<file path="config.mk">
export PLATFORM = sky130hd
export DESIGN_NAME = toy_bus_dmrg2ch_node_mrg_dmem_flat
export DESIGN_NICKNAME = d
export VERILOG_FILES = /design/src/rtl/toy_bus_pkg.sv /design/src/rtl/toy_bus_dmrg2ch_node_mrg_dmem_if.sv /design/src/rtl/toy_bus_ord_fifo.sv /design/src/rtl/toy_bus_dmrg2ch_node_mrg_dmem.sv /design/src/flat_wrapper.sv
export SDC_FILE = /design/constraint.sdc
export NUM_CORES = 1
export LEC_CHECK = 0
export CORE_AREA = 2 2 729 731
export DETAILED_ROUTE_END_ITERATION = 8
export DIE_AREA = 0 0 731 733
export MAX_ROUTING_LAYER = met4
export SYNTH_ARGS = -nofsm -noshare
export SYNTH_HDL_FRONTEND = slang
export SYNTH_SLANG_ARGS = --single-unit
</file>
<file path="constraint.sdc">
create_clock -name clk -period 2.6 [get_ports clk]
set_input_delay 0.39 -clock clk [delete_from_list [all_inputs] [get_ports clk]]
set_output_delay 0.39 -clock clk [all_outputs]
set_load 0.05 [all_outputs]
</file>
<file path="src/rtl/toy_bus_pkg.sv">
// Shared ToyBus field widths, opcodes and request/ack payload types.
package toy_bus_pkg;

   localparam int unsigned ADDR_W = 32;
   localparam int unsigned STRB_W = 32;
   localparam int unsigned DATA_W = 256;
   localparam int unsigned ID_W   = 4;
   localparam int unsigned SB_W   = 10;

   localparam logic OPC_RD = 1'b0;
   localparam logic OPC_WR = 1'b1;

   typedef struct packed {
      logic [ADDR_W-1:0] addr;
      logic [STRB_W-1:0] strb;
      logic [DATA_W-1:0] data;
      logic              opcode;
      logic [ID_W-1:0]   src_id;
      logic [ID_W-1:0]   tgt_id;
      logic [SB_W-1:0]   sideband;
   } ToyBusReq;

   typedef struct packed {
      logic              opcode;
      logic [DATA_W-1:0] data;
      logic [SB_W-1:0]   sideband;
      logic [ID_W-1:0]   src_id;
      logic [ID_W-1:0]   tgt_id;
   } ToyBusAck;

endpackage

</file>
<file path="src/rtl/toy_bus_dmrg2ch_node_mrg_dmem_if.sv">
// One ToyBus port: request channel out of the initiator, ack channel back.
interface toy_bus_dmrg2ch_node_mrg_dmem_if;
   import toy_bus_pkg::*;

   logic     req_vld;
   logic     req_rdy;
   ToyBusReq req;
   logic     ack_vld;
   logic     ack_rdy;
   ToyBusAck ack;

   modport master (
      output req_vld, req, ack_rdy,
      input  req_rdy, ack_vld, ack
   );

   modport slave (
      input  req_vld, req, ack_rdy,
      output req_rdy, ack_vld, ack
   );
endinterface

</file>
<file path="src/rtl/toy_bus_ord_fifo.sv">
// Order FIFO: remembers which initiator owns each outstanding request.
module toy_bus_ord_fifo #(
   parameter  int unsigned DEPTH = 4,
   localparam int unsigned AW    = $clog2(DEPTH)
) (
   input  logic        clk,
   input  logic        rst,
   input  logic        push,
   input  logic        push_idx,
   input  logic        pop,
   output logic        head_idx,
   output logic        full,
   output logic        empty,
   output logic [AW:0] cnt
);

   localparam logic [AW-1:0] PTR_ONE  = 1;
   localparam logic [AW:0]   CNT_ONE  = 1;
   localparam logic [AW:0]   CNT_FULL = (AW+1)'(DEPTH);

   logic [DEPTH-1:0] mem_q, mem_d;
   logic [AW-1:0]    wr_ptr_q, wr_ptr_d;
   logic [AW-1:0]    rd_ptr_q, rd_ptr_d;
   logic [AW:0]      cnt_q, cnt_d;

   // Pointer/occupancy update; simultaneous push and pop leave cnt unchanged.
   always_comb begin
      mem_d    = mem_q;
      wr_ptr_d = wr_ptr_q;
      rd_ptr_d = rd_ptr_q;
      cnt_d    = cnt_q;
      if (push) begin
         mem_d[wr_ptr_q] = push_idx;
         wr_ptr_d        = wr_ptr_q + PTR_ONE;
      end
      if (pop) begin
         rd_ptr_d = rd_ptr_q + PTR_ONE;
      end
      case ({push, pop})
         2'b10:   cnt_d = cnt_q + CNT_ONE;
         2'b01:   cnt_d = cnt_q - CNT_ONE;
         default: cnt_d = cnt_q;
      endcase
   end

   // State registers.
   always_ff @(posedge clk) begin
      if (rst) begin
         mem_q    <= '0;
         wr_ptr_q <= '0;
         rd_ptr_q <= '0;
         cnt_q    <= '0;
      end else begin
         mem_q    <= mem_d;
         wr_ptr_q <= wr_ptr_d;
         rd_ptr_q <= rd_ptr_d;
         cnt_q    <= cnt_d;
      end
   end

   assign head_idx = mem_q[rd_ptr_q];
   assign full     = (cnt_q == CNT_FULL);
   assign empty    = (cnt_q == '0);
   assign cnt      = cnt_q;

endmodule

</file>
<file path="src/rtl/toy_bus_dmrg2ch_node_mrg_dmem.sv">
// 2:1 ToyBus merge node: round-robin request arbitration onto out0, with
// in-order ack routing back to the issuing initiator via an order FIFO.
// Build option: TOY_BUS_MRG_REQ_SLICE_EN adds a 1-entry register slice on out0 req.
module toy_bus_dmrg2ch_node_mrg_dmem
   import toy_bus_pkg::*;
#(
   parameter  int unsigned OSTD_DEPTH = 4,
   localparam int unsigned OSTD_AW    = $clog2(OSTD_DEPTH)
) (
   input  logic                                 clk,
   input  logic                                 rst,
   toy_bus_dmrg2ch_node_mrg_dmem_if.slave       in0,
   toy_bus_dmrg2ch_node_mrg_dmem_if.slave       in1,
   toy_bus_dmrg2ch_node_mrg_dmem_if.master      out0,
   output logic [OSTD_AW:0]                     ostd_cnt
);

   typedef enum logic [1:0] {
      ARB_OPEN  = 2'd0,
      ARB_HOLD0 = 2'd1,
      ARB_HOLD1 = 2'd2
   } arb_state_e;

   arb_state_e arb_state_q, arb_state_d;
   logic       rr_last_q, rr_last_d;

   logic       grant;
   logic       arb_vld, arb_rdy, arb_hs;
   ToyBusReq   arb_req;
   logic       fifo_full, fifo_empty, fifo_head;
   logic       head_ack_rdy, pop, block;

   // Ack routing to the FIFO head initiator; pop on the ack handshake.
   always_comb begin
      head_ack_rdy = fifo_head ? in1.ack_rdy : in0.ack_rdy;
      out0.ack_rdy = !rst && !fifo_empty && head_ack_rdy;
      pop          = out0.ack_vld && out0.ack_rdy;
      in0.ack_vld  = !rst && out0.ack_vld && !fifo_empty && !fifo_head;
      in1.ack_vld  = !rst && out0.ack_vld && !fifo_empty &&  fifo_head;
      in0.ack      = out0.ack;
      in1.ack      = out0.ack;
   end

   // Arbitration: locked grant wins, else round-robin, else the lone requester.
   always_comb begin
      case (arb_state_q)
         ARB_HOLD0: grant = 1'b0;
         ARB_HOLD1: grant = 1'b1;
         default: begin
            if (in0.req_vld && in1.req_vld) grant = ~rr_last_q;
            else                            grant = in1.req_vld;
         end
      endcase
      // A full FIFO still takes a request when an ack frees a slot this cycle.
      block   = fifo_full && !pop;
      arb_vld = !rst && (in0.req_vld || in1.req_vld) && !block;
      arb_req = grant ? in1.req : in0.req;
      arb_hs  = arb_vld && arb_rdy;
      in0.req_rdy = !rst && arb_rdy && !block && !grant;
      in1.req_rdy = !rst && arb_rdy && !block &&  grant;
   end

   // Grant lock and round-robin pointer next state.
   always_comb begin
      arb_state_d = ARB_OPEN;
      rr_last_d   = rr_last_q;
      if (arb_vld && !arb_rdy) begin
         arb_state_d = grant ? ARB_HOLD1 : ARB_HOLD0;
      end
      if (arb_hs) begin
         rr_last_d = grant;
      end
   end

   // Arbiter state registers.
   always_ff @(posedge clk) begin
      if (rst) begin
         arb_state_q <= ARB_OPEN;
         rr_last_q   <= 1'b1;
      end else begin
         arb_state_q <= arb_state_d;
         rr_last_q   <= rr_last_d;
      end
   end

`ifdef TOY_BUS_MRG_REQ_SLICE_EN
   logic     slice_vld_q, slice_vld_d;
   ToyBusReq slice_req_q, slice_req_d;

   // Slice accepts whenever empty or draining, so back-to-back beats flow.
   always_comb begin
      arb_rdy     = !slice_vld_q || out0.req_rdy;
      slice_vld_d = slice_vld_q;
      slice_req_d = slice_req_q;
      if (arb_hs) begin
         slice_vld_d = 1'b1;
         slice_req_d = arb_req;
      end else if (out0.req_rdy) begin
         slice_vld_d = 1'b0;
      end
      out0.req_vld = !rst && slice_vld_q;
      out0.req     = slice_req_q;
   end

   // Slice registers.
   always_ff @(posedge clk) begin
      if (rst) begin
         slice_vld_q <= 1'b0;
         slice_req_q <= '0;
      end else begin
         slice_vld_q <= slice_vld_d;
         slice_req_q <= slice_req_d;
      end
   end
`else
   // Combinational request path.
   always_comb begin
      arb_rdy      = out0.req_rdy;
      out0.req_vld = arb_vld;
      out0.req     = arb_req;
   end
`endif

   toy_bus_ord_fifo #(
      .DEPTH (OSTD_DEPTH)
   ) u_ord_fifo (
      .clk      (clk),
      .rst      (rst),
      .push     (arb_hs),
      .push_idx (grant),
      .pop      (pop),
      .head_idx (fifo_head),
      .full     (fifo_full),
      .empty    (fifo_empty),
      .cnt      (ostd_cnt)
   );

endmodule
</file>
<file path="src/flat_wrapper.sv">
// flat-port wrapper written by rule: the top's interface ports become plain ports
module toy_bus_dmrg2ch_node_mrg_dmem_flat import toy_bus_pkg::*;
#(
   parameter  int unsigned OSTD_DEPTH = 4,
   localparam int unsigned OSTD_AW    = $clog2(OSTD_DEPTH)
)
  (clk, rst, ostd_cnt, in0_req_vld, in0_req, in0_ack_rdy, in0_req_rdy, in0_ack_vld, in0_ack, in1_req_vld, in1_req, in1_ack_rdy, in1_req_rdy, in1_ack_vld, in1_ack, out0_req_vld, out0_req, out0_ack_rdy, out0_req_rdy, out0_ack_vld, out0_ack);
  toy_bus_dmrg2ch_node_mrg_dmem_if in0_i ();
  toy_bus_dmrg2ch_node_mrg_dmem_if in1_i ();
  toy_bus_dmrg2ch_node_mrg_dmem_if out0_i ();
  input  logic clk;
  input  logic rst;
  output logic [OSTD_AW:0] ostd_cnt;
  input wire logic [$bits(in0_i.req_vld)-1:0] in0_req_vld;
  input wire logic [$bits(in0_i.req)-1:0] in0_req;
  input wire logic [$bits(in0_i.ack_rdy)-1:0] in0_ack_rdy;
  output wire logic [$bits(in0_i.req_rdy)-1:0] in0_req_rdy;
  output wire logic [$bits(in0_i.ack_vld)-1:0] in0_ack_vld;
  output wire logic [$bits(in0_i.ack)-1:0] in0_ack;
  input wire logic [$bits(in1_i.req_vld)-1:0] in1_req_vld;
  input wire logic [$bits(in1_i.req)-1:0] in1_req;
  input wire logic [$bits(in1_i.ack_rdy)-1:0] in1_ack_rdy;
  output wire logic [$bits(in1_i.req_rdy)-1:0] in1_req_rdy;
  output wire logic [$bits(in1_i.ack_vld)-1:0] in1_ack_vld;
  output wire logic [$bits(in1_i.ack)-1:0] in1_ack;
  output wire logic [$bits(out0_i.req_vld)-1:0] out0_req_vld;
  output wire logic [$bits(out0_i.req)-1:0] out0_req;
  output wire logic [$bits(out0_i.ack_rdy)-1:0] out0_ack_rdy;
  input wire logic [$bits(out0_i.req_rdy)-1:0] out0_req_rdy;
  input wire logic [$bits(out0_i.ack_vld)-1:0] out0_ack_vld;
  input wire logic [$bits(out0_i.ack)-1:0] out0_ack;
  assign in0_i.req_vld = in0_req_vld;
  assign in0_i.req = in0_req;
  assign in0_i.ack_rdy = in0_ack_rdy;
  assign in0_req_rdy = in0_i.req_rdy;
  assign in0_ack_vld = in0_i.ack_vld;
  assign in0_ack = in0_i.ack;
  assign in1_i.req_vld = in1_req_vld;
  assign in1_i.req = in1_req;
  assign in1_i.ack_rdy = in1_ack_rdy;
  assign in1_req_rdy = in1_i.req_rdy;
  assign in1_ack_vld = in1_i.ack_vld;
  assign in1_ack = in1_i.ack;
  assign out0_req_vld = out0_i.req_vld;
  assign out0_req = out0_i.req;
  assign out0_ack_rdy = out0_i.ack_rdy;
  assign out0_i.req_rdy = out0_req_rdy;
  assign out0_i.ack_vld = out0_ack_vld;
  assign out0_i.ack = out0_ack;
  toy_bus_dmrg2ch_node_mrg_dmem #(.OSTD_DEPTH(OSTD_DEPTH)) u_core (.clk(clk), .rst(rst), .in0(in0_i), .in1(in1_i), .out0(out0_i), .ostd_cnt(ostd_cnt));
endmodule
</file>
==> out/metrics.yaml, run 1 <==
run_status:
  status: "finished with violations"
  failed_checks: "negative setup slack"
final_layout:
  final_util_pct: 5.35
  syn_to_final_growth_pct: 216
  drive_gt1_share_pct: 51.6
  fillers: 62100
  fin_nets: 2518
logic_synthesis:
  mappedNetlistArea_um2: 8920
  ys_seq_area_share_pct: 3.14
  postSynthAreaPerCell_um2: 8.80
  synthCells: 1014
  syn_nets: 1982
  ys_seq_elements: 14
  ys_types: 32
  synth_compound_area_share_pct: 1.81
  synth_mux_area_share_pct: 43.2
  synth_top_family_by_area: "buffers and inverters"
  synthAdderAreaFrac_pct: 1.07
  synth-xor-area-share_pct: 0.393
  synth_simple_gate_area_share_pct: 1.57
  ys_warn_count: 0
detailed_routing:
  via_count: 13300
  wl_per_cell_um: 51.2
  drtIter0Drc: 581
  drt_pre_antenna_iters: 5
  wl_mm: 450
  vias_per_cell: 1.51
  antenna_left: 0
  drc: 0
sta:
  setup_slack_ps: -265
  worst_pin_slew_ps: 1070
  skew_ps: 3.20
  fin_crit_sh_pct: 110
  maxSlewHeadroom_pct: 28.7
  setup_violations: 334
  rsz0062_at_grt: "yes"
  hold_viol: 0
  drv_slew: 0
  holdWs_ps: 524
  max_freq_ghz: 0.349
  fin_crit_ps: 2860
clock_tree:
  cts_buffers: 3
  path_clk_slew_ps: 50
  insertion_delay_ps: 250
  clkSinkCount: 14
  cts_buffer_depth: 2
  clk_root_buffer_cell: "clkbuf_16"
  cts_tree: "yes"
  cts_max_level: 1
worst_setup_path:
  cp-start-kind: "flop"
  cp_top_family: "buffers and inverters"
  reg2reg_to: "u_core.u_ord_fifo.cnt[2]"
  cp-end-kind: "primary output"
  path_cells: "inv_2 > ha_4 > nor2b_4 > a31oi_4 > buf_12 > buf_16 > buf_6 > buf_16 > buf_4 > mux2_2 > buf_12"
  cp_max_fo: 14
  cp_num_buf_inv: 7
  r2r_start: "u_core.u_ord_fifo.rd_ptr_q[0]"
  cp-endpoint: "out0_req[22]"
  max_stage_delay_ps: 360
  critPathLaunch: "u_core.arb_state_q[0]"
  crit_type: "flop to primary output"
  rrSetupSlack_ps: -100
  worstPathRequired_ps: 2210
  slowest_stage: "mux2_2"
  worstRegToRegCells: 11
  path_depth: 11
  arrival_ps: 2470
floorplan:
  die_y_um: 733
  ios: 1859
  row_count: 267
  dieArea_um2: 536000
  design.core.area_um2: 527000
  die_w_um: 731
  start_util_pct: 1.69
place:
  routabilityCongestion: 1.20
  hpwl_mm: 430
  port_buffers: 1033
global_route:
  first_global_vias: 11500
  antenna_found_initial: 432
  grt_pass1_wl_mm: 476
  grt_overflow: 0
  grt_max_degree: 23
  track_usage_pct: 16.6
power:
  irDropWorstVdd_v: 0.000193
  power_mw: 8.20
  p_per_area_nw_per_um2: 291
  p_leak_nw: 8.42
worst_hold_path:
  hold_class: "flop to flop"
job:
  cap_violations: 0
==> worst min-delay path, cell delays in order (launching register included) <==
cell and delay (ps):
dfxtp_1 340, xor2_1 70, nor2_1 70
==> final cells by class <==
| type | instances | area, um2 | share of cell area [%] |
|---|---|---|---|
| diodes | 237 | 593 | 2.10 |
| clock buffers | 3 | 75.1 | 0.266 |
| inverters | 9 | 33.8 | 0.120 |
| multi-input cells | 401 | 4830 | 17.1 |
| flip-flops and latches | 14 | 284 | 1.01 |
| well taps | 6994 | 8750 | 31.0 |
| repair buffers | 1121 | 13600 | 48.3 |
==> flip-flops by register name, summed over array words and instances, names as in the netlist <==
| signal | count |
|---|---|
| u_core.u_ord_fifo.mem_q | 4 |
| u_core.u_ord_fifo.cnt | 3 |
| u_core.arb_state_q | 2 |
| u_core.u_ord_fifo.rd_ptr_q | 2 |
| u_core.u_ord_fifo.wr_ptr_q | 2 |
| u_core.rr_last_q | 1 |
==> stage by stage <==
stage	setup TNS [ps]	cells	instance area (um2)	worst slack, ps
final	-50490	8779	28200	-265
after global routing	-72860	8773	28200	-319
after CTS	-69140	8533	27200	-297
after detailed placement	-73850	8510	26200	-364
after global placement	-73640	8510	26200	-359
after floorplan	-69.4	1014	8940	-69.4
==> where the power goes <==
part	leakage, nW	internal [mW]	switching [mW]
clock	0.0385	0.202	0.0958
combinational	8.26	3.33	4.35
sequential	0.115	0.224	0.00728
==> cells in the final DEF (no fill, tap or decap), types with 5 or more instances in the layout <==
cell             netlist  final
inv_1                  9      7
nor2_1                 8      8
diode_2                0    237
clkdlybuf4s50_1        0    684
mux2_4                 1    127
dfxtp_1               14     11
clkbuf_16              0      6
buf_16                 0     14
buf_8                  0     19
buf_6                  0     47
o21ai_0                5      5
buf_4                550    124
nand3_1                5      5
buf_12                 0    228
mux2_2               339    213
==> synth_stat cells <==
| library cell | instances | area [um2] |
|---|---|---|
| buf_2 | 32 | 160 |
| o21a_1 | 1 | 7.51 |
| inv_1 | 9 | 33.8 |
| o311ai_0 | 1 | 8.76 |
| nor4_1 | 2 | 12.5 |
| dfxtp_1 | 14 | 280 |
| o21ai_0 | 5 | 25.0 |
| clkbuf_1 | 8 | 30.0 |
| xor2_1 | 3 | 26.3 |
| and3_2 | 1 | 7.51 |
| and2_2 | 2 | 15.0 |
| a21oi_4 | 1 | 16.3 |
| mux2_4 | 1 | 15.0 |
| nand3_1 | 5 | 25.0 |
| mux4_2 | 1 | 22.5 |
| or3_1 | 2 | 12.5 |
| a311oi_1 | 4 | 35.0 |
| ha_1 | 6 | 75.1 |
| a31oi_1 | 5 | 31.3 |
| fa_1 | 1 | 20.0 |
| mux2_2 | 339 | 3820 |
| a21oi_1 | 4 | 20.0 |
| nor4b_1 | 1 | 8.76 |
| and3_1 | 2 | 12.5 |
| a21o_2 | 1 | 8.76 |
| buf_4 | 550 | 4130 |
| nor2b_1 | 1 | 6.26 |
| o21ai_2 | 1 | 8.76 |
| xnor2_1 | 1 | 8.76 |
| nand2_1 | 1 | 3.75 |
| nor2_2 | 1 | 6.26 |
| nor2_1 | 8 | 30.0 |
==> cells by family after synthesis <==
logic type,count (synthesis)
AOI/OAI and AO/OA,23
DFF,14
and+or+nand+nor,26
muxes,341
buffers and inverters,599
adders and majority gates,7
xor gates and xnor gates,4
==> worst min path at each step <==
stage / to / start / depth (start not counted) / slack (ps)
after floorplan: u_core.arb_state_q[0] / out0_req_rdy / 1 / 470
after global placement: u_core.u_ord_fifo.cnt[0] / u_core.u_ord_fifo.cnt[0] / 2 / 500
after detailed placement: u_core.u_ord_fifo.rd_ptr_q[1] / u_core.u_ord_fifo.rd_ptr_q[1] / 2 / 510
after CTS: u_core.u_ord_fifo.wr_ptr_q[0] / u_core.u_ord_fifo.wr_ptr_q[0] / 2 / 530
after global routing: u_core.u_ord_fifo.cnt[0] / u_core.u_ord_fifo.cnt[0] / 2 / 560
final: u_core.u_ord_fifo.rd_ptr_q[1] / u_core.u_ord_fifo.rd_ptr_q[1] / 2 / 520
==> per-layer routing <==
layer / track usage (%) / vias up / wire length [um]
met5: - / - / 0
met4: 6.00 / 0 / 20600
met3: 18.5 / 867 / 114000
met2: 24.9 / 2838 / 194000
met1: 12.7 / 5368 / 121000
li1: - / 4219 / -
==> what timing repair did <==
item | in CTS | in global routing
hold buffers | 0 | 0
setup endpoints to repair | 337 | 341
resized for setup | 166 | 79
pin swaps | 2 | 1
cloned | 6 | 3
hold endpoints to repair | 0 | 0
setup buffers | 14 | 7
(Power assumes the default switching activity.)
==> inputs of run 2 (changes only) <==
--- a/config.mk
+++ b/config.mk
@@ -9,6 +9,7 @@
 export DETAILED_ROUTE_END_ITERATION = 8
 export DIE_AREA = 0 0 731 733
 export MAX_ROUTING_LAYER = met4
+export PLACE_DENSITY = 0.3
 export SYNTH_ARGS = -nofsm -noshare
 export SYNTH_HDL_FRONTEND = slang
 export SYNTH_SLANG_ARGS = --single-unit
==> constraint.sdc (replaced) <==
create_clock -name clk -period 2.6 [get_ports clk]
set_input_delay 0.39 -clock clk [delete_from_list [all_inputs] [get_ports clk]]
set_output_delay 0.39 -clock clk [all_outputs]
set_load 0.02 [all_outputs]
==> run 2 against run 1 <==
The flow still finishes with violations (negative setup slack). Clock skew is 1.9 ps lower. Worst setup slack worse by 110 ps. First-iteration DRC count is 23% lower. Cell count is 0.97% lower. Worst hold slack better by 0.96 ps. Maximum frequency is 3.9% lower. Sequential share of layout area hardly changed. Clock-buffer cell count is 1 higher. Wire length is 5.7% lower. Register-to-register slack hardly changed. Via count is 2.7% lower. Sequential cell count stayed put. Largest cell class unchanged. Highest routed layer unchanged.
==> out/metrics.yaml, run 2 (synthesis results as in run 1) <==
worst_setup_path:
  cp-end-kind: "primary output"
  worstPathRequired_ps: 2210  # about the same
  rrSetupSlack_ps: -100  # about the same
  r2r_start: "u_core.u_ord_fifo.rd_ptr_q[0]"
  cp_max_fo: 7  # -7
  crit_type: "flop to primary output"
  worstRegToRegCells: 11  # unchanged
  arrival_ps: 2590  # +120 ps
  reg2reg_to: "u_core.u_ord_fifo.cnt[2]"
  cp-start-kind: "flop"
worst_hold_path:
  min_from: "u_core.u_ord_fifo.wr_ptr_q[0]"
  hold_class: "flop to flop"
  holdPathEnd: "u_core.u_ord_fifo.wr_ptr_q[0]"
  hold_depth: 2  # unchanged
global_route:
  grt_pass1_wl_mm: 450  # -5.5%
  use_met1_pct: 11.5  # -1.2 points
  grt_max_degree: 25  # +8.7%
  antenna_found_initial: 378  # -13%
  grt_use_met2_pct: 25.1  # +0.17 points
  first_global_vias: 11800  # +3.0%
  busiest_layer: "met2"
  track_usage_pct: 15.6  # -0.99 points
  met3_usage_pct: 15.2  # -3.3 points
  grt_overflow: 0  # unchanged
clock_tree:
  insertion_delay_ps: 240  # about the same
  cts_max_level: 1  # unchanged
  cts_buffer_depth: 2  # unchanged
  clkSinkCount: 14  # unchanged
  path_clk_slew_ps: 50  # about the same
  hold_buffers: 0  # unchanged
  cts_tree: "yes"
  cts_buffers: 3  # unchanged
  clk_root_buffer_cell: "clkbuf_16"
final_layout:
  fin_nets: 2582  # +2.5%
  final_cell_mix: "clkdlybuf4s50_1 (684), mux2_4 (217), buf_12 (180), mux2_2 (123), buf_6 (112)"
  layout.cells.non_filler: 8694  # -0.97%
  largest_reg_flops: 4  # unchanged
  drive_gt1_share_pct: 53.9  # +2.4 points
  syn_to_final_growth_pct: 223
  layout_commonest_cell: "clkdlybuf4s50_1"
  fillers: 62100  # -0.048%
  regMostFlops: "u_core.u_ord_fifo.mem_q"
detailed_routing:
  wl_mm: 424  # -5.7%
  drc: 0  # unchanged
  drtIter0Drc: 448  # -23%
  antenna_left: 0  # unchanged
  vias_per_cell: 1.49  # -1.8%
  via_count: 12900  # -2.7%
  drt_pre_antenna_iters: 4  # -1
  wl_per_cell_um: 48.8  # -4.8%
sta:
  holdWs_ps: 525  # +0.957 ps
  hold_viol: 0  # unchanged
  skew_ps: 1.29  # -1.91 ps
  setup_violations: 335  # +0.30%
  fin_crit_ps: 2980  # +115 ps
  drv_slew: 0  # unchanged
  maxSlewHeadroom_pct: 70.4  # +42 points
  fin_crit_sh_pct: 115  # +4.4 points
  worst_pin_slew_ps: 444  # -625 ps
  setup_slack_ps: -380  # -115 ps
  rsz0062_at_grt: "yes"
  max_freq_ghz: 0.336  # -3.9%
floorplan:
  die_y_um: 733  # unchanged
  design.core.area_um2: 527000  # unchanged
  row_count: 267  # unchanged
  ios: 1859  # unchanged
  start_util_pct: 1.69  # unchanged
  die_w_um: 731  # unchanged
  dieArea_um2: 536000  # unchanged
power:
  power_mw: 7.32  # -11%
  irDropWorstVdd_v: 0.000184  # -4.7%
  p_leak_nw: 9.24  # +9.7%
  p_per_area_nw_per_um2: 254  # -12%
run_status:
  failed_checks: "negative setup slack"
  status: "finished with violations"
place:
  port_buffers: 1033  # unchanged
  place_inst: 8515  # +0.059%
  routabilityCongestion: 0.994  # -17%
  hpwl_mm: 401  # -6.8%
  pre_cts_ws_ps: -729  # -365 ps
job:
  cap_violations: 0  # unchanged
run 2: cell types whose count changed in the layout (fill, tap and decap cells not counted), moves of 3 or more:
| cell | delta |
|---|---|
| buf_12 | -48 |
| buf_16 | +7 |
| buf_2 | +48 |
| buf_4 | -52 |
| buf_6 | +65 |
| buf_8 | +32 |
| clkbuf_16 | +9 |
| clkdlybuf4s15_2 | +3 |
| diode_2 | -150 |
| mux2_2 | -90 |
| mux2_4 | +90 |
run 2: worst max-delay path: stages, from the launching register on:
cell and delay (ps):
dfxtp_1 580, nand2_2 110, a31oi_4 230, clkbuf_16 210, buf_12 150, buf_12 150, buf_6 150, buf_6 140
mux2_2 360, buf_12 170
run 2: per-layer routing:
metal / up-vias / wire length, um
met5: - / 0
met4: 0 / 23700
met3: 888 / 94000
met2: 2493 / 195000
met1: 5370 / 111000
li1: 4177 / -
run 2: layout make-up:
type                            count  area, um2  share of cell area [%]
Multi-Input combinational cell    401       5210                    18.1
Timing Repair Buffer             1185      14200                    49.3
Sequential cell                    14        284                   0.987
Inverter                            9       33.8                   0.117
Clock buffer                        4       88.8                   0.309
Tap cell                         6994       8750                    30.4
Antenna cell                       87        218                   0.757
run 2: power breakdown:
part	leakage (nW)	switching, mW	internal (mW)	total, mW
Sequential	0.115	0.0102	0.224	0.234
Clock	0.0447	0.0917	0.233	0.325
Combinational	9.08	3.29	3.47	6.76
run 2: repair_timing:
item,CTS,global route
gates cloned,20,13
resized for setup,699,248
setup buffers,48,25
pin swaps,2,6
endpoints found under the setup margin,344,344
run 2: how the worst max path moves through the flow:
stage,start,to,slack (ps)
2_1_floorplan,u_core.u_ord_fifo.rd_ptr_q[0],u_core.u_ord_fifo.cnt[2],-60
3_3_place_gp,u_core.arb_state_q[0],in1_req_rdy,-820
3_5_place_dp,u_core.arb_state_q[0],in1_req_rdy,-730
4_1_cts,u_core.arb_state_q[0],out0_req[157],-520
5_1_grt,u_core.arb_state_q[0],out0_req[161],-420
6_report,u_core.rr_last_q,out0_req[100],-380
run 2: metrics by stage:
step           utilization (%)  instance area [um2]  TNS, ps
5_1_grt                   5.45                28800  -101570
2_1_floorplan                -                 8930    -57.5
4_1_cts                   5.21                27500  -136150
6_report                  5.45                28800   -83560
3_5_place_dp              4.82                25400  -149680
3_3_place_gp              4.82                25400  -162330
